`src/rtl/tweak_alu_pipe_if.sv`:
```
// Operand/result handshake bundle between the register-read stage, the pipelined ALU
// and writeback. The slave modport is the ALU side; the master modport is the producer/consumer side.
interface tweak_alu_pipe_if #(
    parameter int WIDTH = 32,
    parameter int TAGW  = 4
);
    logic             in_valid;
    logic             in_ready;
    logic [5:0]       in_opcode;
    logic [WIDTH-1:0] in_a;
    logic [WIDTH-1:0] in_b;
    logic [TAGW-1:0]  in_tag;

    logic             out_valid;
    logic             out_ready;
    logic [WIDTH-1:0] out_result;
    logic [3:0]       out_flags;
    logic [TAGW-1:0]  out_tag;

    modport slave (
        input  in_valid, in_opcode, in_a, in_b, in_tag, out_ready,
        output in_ready, out_valid, out_result, out_flags, out_tag
    );

    modport master (
        output in_valid, in_opcode, in_a, in_b, in_tag, out_ready,
        input  in_ready, out_valid, out_result, out_flags, out_tag
    );
endinterface

```
`src/rtl/tweak_alu_pipe.sv`:
```
// Two-stage valid/ready ALU pipeline: S1 registers the operands, and S2 registers the
// result, the {N,Z,C,V} flags and the tag. Flush is synchronous; NRES is an async active-low reset.
module tweak_alu_pipe #(
    parameter int WIDTH = 32,
    parameter int TAGW  = 4
) (
    input  logic            CLK,
    input  logic            NRES,
    input  logic            flush_i,
    output logic            busy_o,
    tweak_alu_pipe_if.slave bus
);
    localparam int SHW = $clog2(WIDTH);

    localparam logic [5:0] OP_ADD  = 6'd0;
    localparam logic [5:0] OP_SUB  = 6'd1;
    localparam logic [5:0] OP_AND  = 6'd2;
    localparam logic [5:0] OP_OR   = 6'd3;
    localparam logic [5:0] OP_XOR  = 6'd4;
    localparam logic [5:0] OP_SHL  = 6'd5;
    localparam logic [5:0] OP_SHR  = 6'd6;
    localparam logic [5:0] OP_SAR  = 6'd7;
    localparam logic [5:0] OP_SLT  = 6'd8;
    localparam logic [5:0] OP_SLTU = 6'd9;

    logic             s1_v_q,   s1_v_d;
    logic [5:0]       s1_op_q,  s1_op_d;
    logic [WIDTH-1:0] s1_a_q,   s1_a_d;
    logic [WIDTH-1:0] s1_b_q,   s1_b_d;
    logic [TAGW-1:0]  s1_tag_q, s1_tag_d;

    logic             s2_v_q,   s2_v_d;
    logic [WIDTH-1:0] s2_res_q, s2_res_d;
    logic [3:0]       s2_fl_q,  s2_fl_d;
    logic [TAGW-1:0]  s2_tag_q, s2_tag_d;

    logic             s2_adv;
    logic             accept;
    logic             consume;

    logic [SHW-1:0]   sh_amt;
    logic [WIDTH:0]   wide;
    logic [WIDTH-1:0] alu_res;
    logic             alu_c;
    logic             alu_v;

    assign s2_adv       = s1_v_q & (~s2_v_q | bus.out_ready);
    assign bus.in_ready = ~flush_i & (~s1_v_q | s2_adv);
    assign accept       = bus.in_valid & bus.in_ready;
    assign consume      = s2_v_q & bus.out_ready;

    assign bus.out_valid  = s2_v_q;
    assign bus.out_result = s2_res_q;
    assign bus.out_flags  = s2_fl_q;
    assign bus.out_tag    = s2_tag_q;
    assign busy_o         = s1_v_q | s2_v_q;

    assign sh_amt = s1_b_q[SHW-1:0];

    // Shifts run one bit wider than the operand so the last bit shifted out lands in wide[WIDTH] or wide[0].
    always_comb begin
        wide    = '0;
        alu_res = s1_a_q;
        alu_c   = 1'b0;
        alu_v   = 1'b0;
        case (s1_op_q)
            OP_ADD: begin
                wide    = {1'b0, s1_a_q} + {1'b0, s1_b_q};
                alu_res = wide[WIDTH-1:0];
                alu_c   = wide[WIDTH];
                alu_v   = (s1_a_q[WIDTH-1] == s1_b_q[WIDTH-1]) &&
                          (alu_res[WIDTH-1] != s1_a_q[WIDTH-1]);
            end
            OP_SUB: begin
                wide    = {1'b0, s1_a_q} - {1'b0, s1_b_q};
                alu_res = wide[WIDTH-1:0];
                alu_c   = wide[WIDTH];
                alu_v   = (s1_a_q[WIDTH-1] != s1_b_q[WIDTH-1]) &&
                          (alu_res[WIDTH-1] != s1_a_q[WIDTH-1]);
            end
            OP_AND: alu_res = s1_a_q & s1_b_q;
            OP_OR:  alu_res = s1_a_q | s1_b_q;
            OP_XOR: alu_res = s1_a_q ^ s1_b_q;
            OP_SHL: begin
                wide    = {1'b0, s1_a_q} << sh_amt;
                alu_res = wide[WIDTH-1:0];
                alu_c   = wide[WIDTH];
            end
            OP_SHR: begin
                wide    = {s1_a_q, 1'b0} >> sh_amt;
                alu_res = wide[WIDTH:1];
                alu_c   = wide[0];
            end
            OP_SAR: begin
                wide    = $unsigned($signed({s1_a_q, 1'b0}) >>> sh_amt);
                alu_res = wide[WIDTH:1];
                alu_c   = wide[0];
            end
            OP_SLT:  alu_res = {{(WIDTH-1){1'b0}}, ($signed(s1_a_q) < $signed(s1_b_q))};
            OP_SLTU: alu_res = {{(WIDTH-1){1'b0}}, (s1_a_q < s1_b_q)};
            default: alu_res = s1_a_q;
        endcase
    end

    always_comb begin
        s1_v_d   = s1_v_q;
        s1_op_d  = s1_op_q;
        s1_a_d   = s1_a_q;
        s1_b_d   = s1_b_q;
        s1_tag_d = s1_tag_q;
        if (flush_i) begin
            s1_v_d = 1'b0;
        end else if (accept) begin
            s1_v_d   = 1'b1;
            s1_op_d  = bus.in_opcode;
            s1_a_d   = bus.in_a;
            s1_b_d   = bus.in_b;
            s1_tag_d = bus.in_tag;
        end else if (s2_adv) begin
            s1_v_d = 1'b0;
        end
    end

    always_comb begin
        s2_v_d   = s2_v_q;
        s2_res_d = s2_res_q;
        s2_fl_d  = s2_fl_q;
        s2_tag_d = s2_tag_q;
        if (flush_i) begin
            s2_v_d = 1'b0;
        end else if (s2_adv) begin
            s2_v_d   = 1'b1;
            s2_res_d = alu_res;
            s2_fl_d  = {alu_res[WIDTH-1], (alu_res == '0), alu_c, alu_v};
            s2_tag_d = s1_tag_q;
        end else if (consume) begin
            s2_v_d = 1'b0;
        end
    end

    always_ff @(posedge CLK or negedge NRES) begin
        if (!NRES) begin
            s1_v_q   <= 1'b0;
            s1_op_q  <= '0;
            s1_a_q   <= '0;
            s1_b_q   <= '0;
            s1_tag_q <= '0;
            s2_v_q   <= 1'b0;
            s2_res_q <= '0;
            s2_fl_q  <= '0;
            s2_tag_q <= '0;
        end else begin
            s1_v_q   <= s1_v_d;
            s1_op_q  <= s1_op_d;
            s1_a_q   <= s1_a_d;
            s1_b_q   <= s1_b_d;
            s1_tag_q <= s1_tag_d;
            s2_v_q   <= s2_v_d;
            s2_res_q <= s2_res_d;
            s2_fl_q  <= s2_fl_d;
            s2_tag_q <= s2_tag_d;
        end
    end
endmodule

```
`src/flat_wrapper.sv`:
```
// flat-port wrapper written by rule: the top's interface ports become plain ports
module tweak_alu_pipe_flat 
#(
    parameter int WIDTH = 32,
    parameter int TAGW  = 4
)
  (CLK, NRES, flush_i, busy_o, bus_in_valid, bus_in_opcode, bus_in_a, bus_in_b, bus_in_tag, bus_out_ready, bus_in_ready, bus_out_valid, bus_out_result, bus_out_flags, bus_out_tag);
  tweak_alu_pipe_if #(.WIDTH(WIDTH), .TAGW(TAGW)) bus_i ();
  input  logic CLK;
  input  logic NRES;
  input  logic flush_i;
  output logic busy_o;
  input wire logic [$bits(bus_i.in_valid)-1:0] bus_in_valid;
  input wire logic [$bits(bus_i.in_opcode)-1:0] bus_in_opcode;
  input wire logic [$bits(bus_i.in_a)-1:0] bus_in_a;
  input wire logic [$bits(bus_i.in_b)-1:0] bus_in_b;
  input wire logic [$bits(bus_i.in_tag)-1:0] bus_in_tag;
  input wire logic [$bits(bus_i.out_ready)-1:0] bus_out_ready;
  output wire logic [$bits(bus_i.in_ready)-1:0] bus_in_ready;
  output wire logic [$bits(bus_i.out_valid)-1:0] bus_out_valid;
  output wire logic [$bits(bus_i.out_result)-1:0] bus_out_result;
  output wire logic [$bits(bus_i.out_flags)-1:0] bus_out_flags;
  output wire logic [$bits(bus_i.out_tag)-1:0] bus_out_tag;
  assign bus_i.in_valid = bus_in_valid;
  assign bus_i.in_opcode = bus_in_opcode;
  assign bus_i.in_a = bus_in_a;
  assign bus_i.in_b = bus_in_b;
  assign bus_i.in_tag = bus_in_tag;
  assign bus_i.out_ready = bus_out_ready;
  assign bus_in_ready = bus_i.in_ready;
  assign bus_out_valid = bus_i.out_valid;
  assign bus_out_result = bus_i.out_result;
  assign bus_out_flags = bus_i.out_flags;
  assign bus_out_tag = bus_i.out_tag;
  tweak_alu_pipe #(.WIDTH(WIDTH), .TAGW(TAGW)) u_core (.CLK(CLK), .NRES(NRES), .flush_i(flush_i), .busy_o(busy_o), .bus(bus_i));
endmodule
```
`config.mk`:
```
export PLATFORM = sky130hd
export DESIGN_NAME = tweak_alu_pipe_flat
export DESIGN_NICKNAME = d
export VERILOG_FILES = /design/src/rtl/tweak_alu_pipe_if.sv /design/src/rtl/tweak_alu_pipe.sv /design/src/flat_wrapper.sv
export SDC_FILE = /design/constraint.sdc
export NUM_CORES = 1
export LEC_CHECK = 0
export CORE_AREA = 2 2 140 176
export DETAILED_ROUTE_END_ITERATION = 16
export DIE_AREA = 0 0 142 178
export HOLD_SLACK_MARGIN = 0.15
export PLACE_DENSITY = 0.86
export SETUP_SLACK_MARGIN = 0.15
export SYNTH_ARGS = -nofsm -noshare
export SYNTH_HDL_FRONTEND = slang
export SYNTH_SLANG_ARGS = --single-unit
```
`constraint.sdc`:
```
create_clock -name CLK -period 6.7 [get_ports CLK]
set_input_delay 1.675 -clock CLK [delete_from_list [all_inputs] [get_ports CLK]]
set_output_delay 1.675 -clock CLK [all_outputs]
set_load 0.02 [all_outputs]
```
==> metrics.txt <==
CTS Hold Bufs 0; die area 25300 um^2; source of the critical timing path u_core.s1_b_q[0]; Max clock buf depth 2; number of remaining DRC errors 0; critical setup path kind reg2reg; number of synthesis warnings 0; outcome finished, final reports clean; largest fanout on the critical path 59; fraction of layout instances using a drive strength above 1 15.0%; Total Routed Length 63500 um; antenna-violating nets left 0; post-synth cell types 90; Clk Tree Root Cell sky130_fd_sc_hd__clkbuf_16; sequential fraction of design power 22.4%; FF-to-FF End u_core.bus.out_flags[2]; sink of the worst hold path u_core.bus.out_tag[2]; dominant synthesized flop cell sky130_fd_sc_hd__dfrtp_1; final worst-path cycle share 82.5%; Die Height 178 um; achievable clock frequency 181 MHz; cell depth of the worst flop-to-flop path 11; final slew viol count 0; actual transition at the worst max-transition pin 1200 ps; Congestion Overflow GR 0; top-level port count 122; Switching Fraction 48.6%; synthesized netlist cell count 1805; startpoint class of the critical path flip-flop; wire per inst 30.0 um; wire length of the first global-routing pass 94400 um; Num Clock Sinks 115; count of routing violations after the opening detailed-route iteration 3071; Int Power 2.58 mW; min cycle time layout 5520 ps; total negative setup slack 0 ps; final RePlAce weighted congestion 1.18; async set-or-reset flop fraction in the synthesized netlist 100%; final hold vios 0; Worst slew margin 19.1%; total power per unit cell area 299 nW/um^2; maximum number of pins on one net before global-route repair 75; worst voltage drop across the vdd grid 297 uV; setup fix buffers added after clock tree synthesis 0; number of flops mapped to enable cells by yosys 0; Logic pwr share 57.6%; vias in the first global route 15500; antenna violations before repair 0; Worst Min Path Start u_core.s1_tag_q[2]; # rows 63; growth of design area from synthesis to finish 11.3%; area of the core region 23600 um^2; number of nets in the layout 1993; number of search-and-repair iterations in the first detailed-routing pass 9; cts bufs inserted 17; critical path arrival 5870 ps; post-synthesis area per instance 8.34 um^2; number of vias in the routed layout 16500; TritonCTS clock tree built; detailed placer's ending HPWL 46500 um; class of the tightest hold or removal check reg2reg; Resized Gates After CTS 0; clock skew 14.3 ps; most common cell after layout, fill and taps aside sky130_fd_sc_hd__nand2_1; slack of the worst reg-to-reg path 1180 ps; commonest cells after routing, fill and taps aside sky130_fd_sc_hd__nand2_1, sky130_fd_sc_hd__nor2_1, sky130_fd_sc_hd__clkdlybuf4s50_1, sky130_fd_sc_hd__dfrtp_1, sky130_fd_sc_hd__ha_1; Max Cap Viol 0; depth of the worst hold-timing path 2; initial core utilization 63.8%; number of inserted diodes 0; Clock power frac 20.0%; net switching power figure 2.44 mW; die boundary width 142 um; setup-violating endpoint count in the final report 0; Synth Cell Area 15000 um^2; worst flop-to-flop path startpoint u_core.s1_b_q[0]; fraction of the yosys area taken by sequential cells 19.1%; Req. time, crit path 7050 ps; Via-to-Cell Ratio 7.78; leakage component of the power 6.85 nW; clock insertion delay at the later pin of the skew report 460 ps; Buffers on Ports 121; GR Util All Layers 49.9%; clock slew at reported path FFs 60 ps; setup repair after global routing missed its margin false; CTS H-tree depth 4; flip-flop and latch count after synthesis 115; number of nets produced by synthesis 1988; utilization of the core after routing 71.1%; Crit. End Element flip-flop
[sequential cells by signal (all words and copies together) (netlist names)]
signal	count
u_core.bus.out_flags	4
u_core.bus.out_result	31
u_core.bus.out_tag	4
u_core.bus.out_valid	1
u_core.s1_a_q	32
u_core.s1_b_q	32
u_core.s1_op_q	6
u_core.s1_tag_q	4
u_core.s1_v_q	1
[cell usage after synthesis (14+ instances only)]
library cell,instances,area [um^2]
sky130_fd_sc_hd__a21oi_1,100,500
sky130_fd_sc_hd__buf_1,17,63.8
sky130_fd_sc_hd__nor2b_1,17,106
sky130_fd_sc_hd__nor3_1,45,225
sky130_fd_sc_hd__o21ai_0,96,480
sky130_fd_sc_hd__a21o_1,17,128
sky130_fd_sc_hd__nand3_1,41,205
sky130_fd_sc_hd__mux2_2,99,1110
sky130_fd_sc_hd__a211o_1,15,131
sky130_fd_sc_hd__mux2i_1,56,561
sky130_fd_sc_hd__dfrtp_1,115,2880
sky130_fd_sc_hd__o211ai_1,35,263
sky130_fd_sc_hd__nor2_1,158,593
sky130_fd_sc_hd__a22oi_1,14,105
sky130_fd_sc_hd__mux4_2,71,1600
sky130_fd_sc_hd__a211oi_1,30,225
sky130_fd_sc_hd__ha_1,102,1280
sky130_fd_sc_hd__o31ai_1,15,113
sky130_fd_sc_hd__clkbuf_1,106,398
sky130_fd_sc_hd__inv_1,93,349
sky130_fd_sc_hd__buf_2,26,130
sky130_fd_sc_hd__nand2_1,199,747
sky130_fd_sc_hd__a31oi_1,16,100
sky130_fd_sc_hd__a221oi_1,15,131
[stage by stage]
step / hold slack (ps) / instance area (um^2) / power (mW) / instances / setup slack (ps)
global placement: 446 / 16100 / 3.79 / 2082 / 1530
CTS: 472 / 16700 / 4.84 / 2114 / 1420
finish: 466 / 16800 / 5.01 / 2115 / 1180
detailed placement: 461 / 16100 / 3.84 / 2082 / 1470
global route: 498 / 16800 / 5.17 / 2115 / 1010
floorplan: 433 / 15000 / 2.95 / 1805 / 2220
[logic make-up (layout without fill, tap and decap cells)]
logic type               after synthesis  in the layout  share of synthesized area, %
AO/OA/AOI/OAI                        515            515                          24.3
XOR/XNOR                              12             12                         0.698
flip-flops                           115            115                          19.1
buffers and inverters                264            282                          7.53
multiplexers                         230            230                          22.3
AND/OR/NAND/NOR                      565            565                          17.3
adder cells (fa/ha/maj)              104            104                          8.75
[worst max path at each step]
stage	cells after the start	endpoint
6_report	11	u_core.bus.out_flags[2]
5_1_grt	12	u_core.bus.out_flags[2]
4_1_cts	12	u_core.bus.out_flags[2]
3_5_place_dp	12	u_core.bus.out_flags[2]
3_3_place_gp	12	u_core.bus.out_flags[2]
2_1_floorplan	18	u_core.bus.out_flags[2]
[per-layer routing]
layer,share of wire [%],global-route usage [%]
met1,34,62.3
met5,0,0
met4,8.3,32.3
met2,43,76.5
met3,14,13.0
[power by group through the flow]
stage               clock network, mW  registers (mW)  logic, mW
finish                           1.00            1.12       2.89
global route                     1.03            1.13       3.01
CTS                             0.997            1.10       2.75
detailed placement                  0            1.11       2.73
global placement                    0            1.10       2.69
floorplan                           0            1.02       1.93
[critical path, cell delays in order (launching register included)]
cell	delay, ps
sky130_fd_sc_hd__dfrtp_4	1030
sky130_fd_sc_hd__clkinv_1	740
sky130_fd_sc_hd__mux4_2	420
sky130_fd_sc_hd__nand2_1	60
sky130_fd_sc_hd__o211ai_1	100
sky130_fd_sc_hd__o21ai_0	170
sky130_fd_sc_hd__a2111oi_0	950
sky130_fd_sc_hd__a32oi_1	260
sky130_fd_sc_hd__a2111oi_0	840
sky130_fd_sc_hd__and4_1	320
sky130_fd_sc_hd__nand4_1	160
sky130_fd_sc_hd__o41ai_2	330
[area by class of cell]
| type | count | area, um^2 |
|---|---|---|
| Clock buffer | 21 | 470 |
| Clock inverter | 11 | 151 |
| Fill cell | 1861 | 6820 |
| Inverter | 97 | 364 |
| Multi-Input combinational cell | 1426 | 11100 |
| Sequential cell | 115 | 2890 |
| Tap cell | 292 | 365 |
| Timing Repair Buffer | 153 | 1450 |
Note: power is estimated with default switching activity, not from simulation.
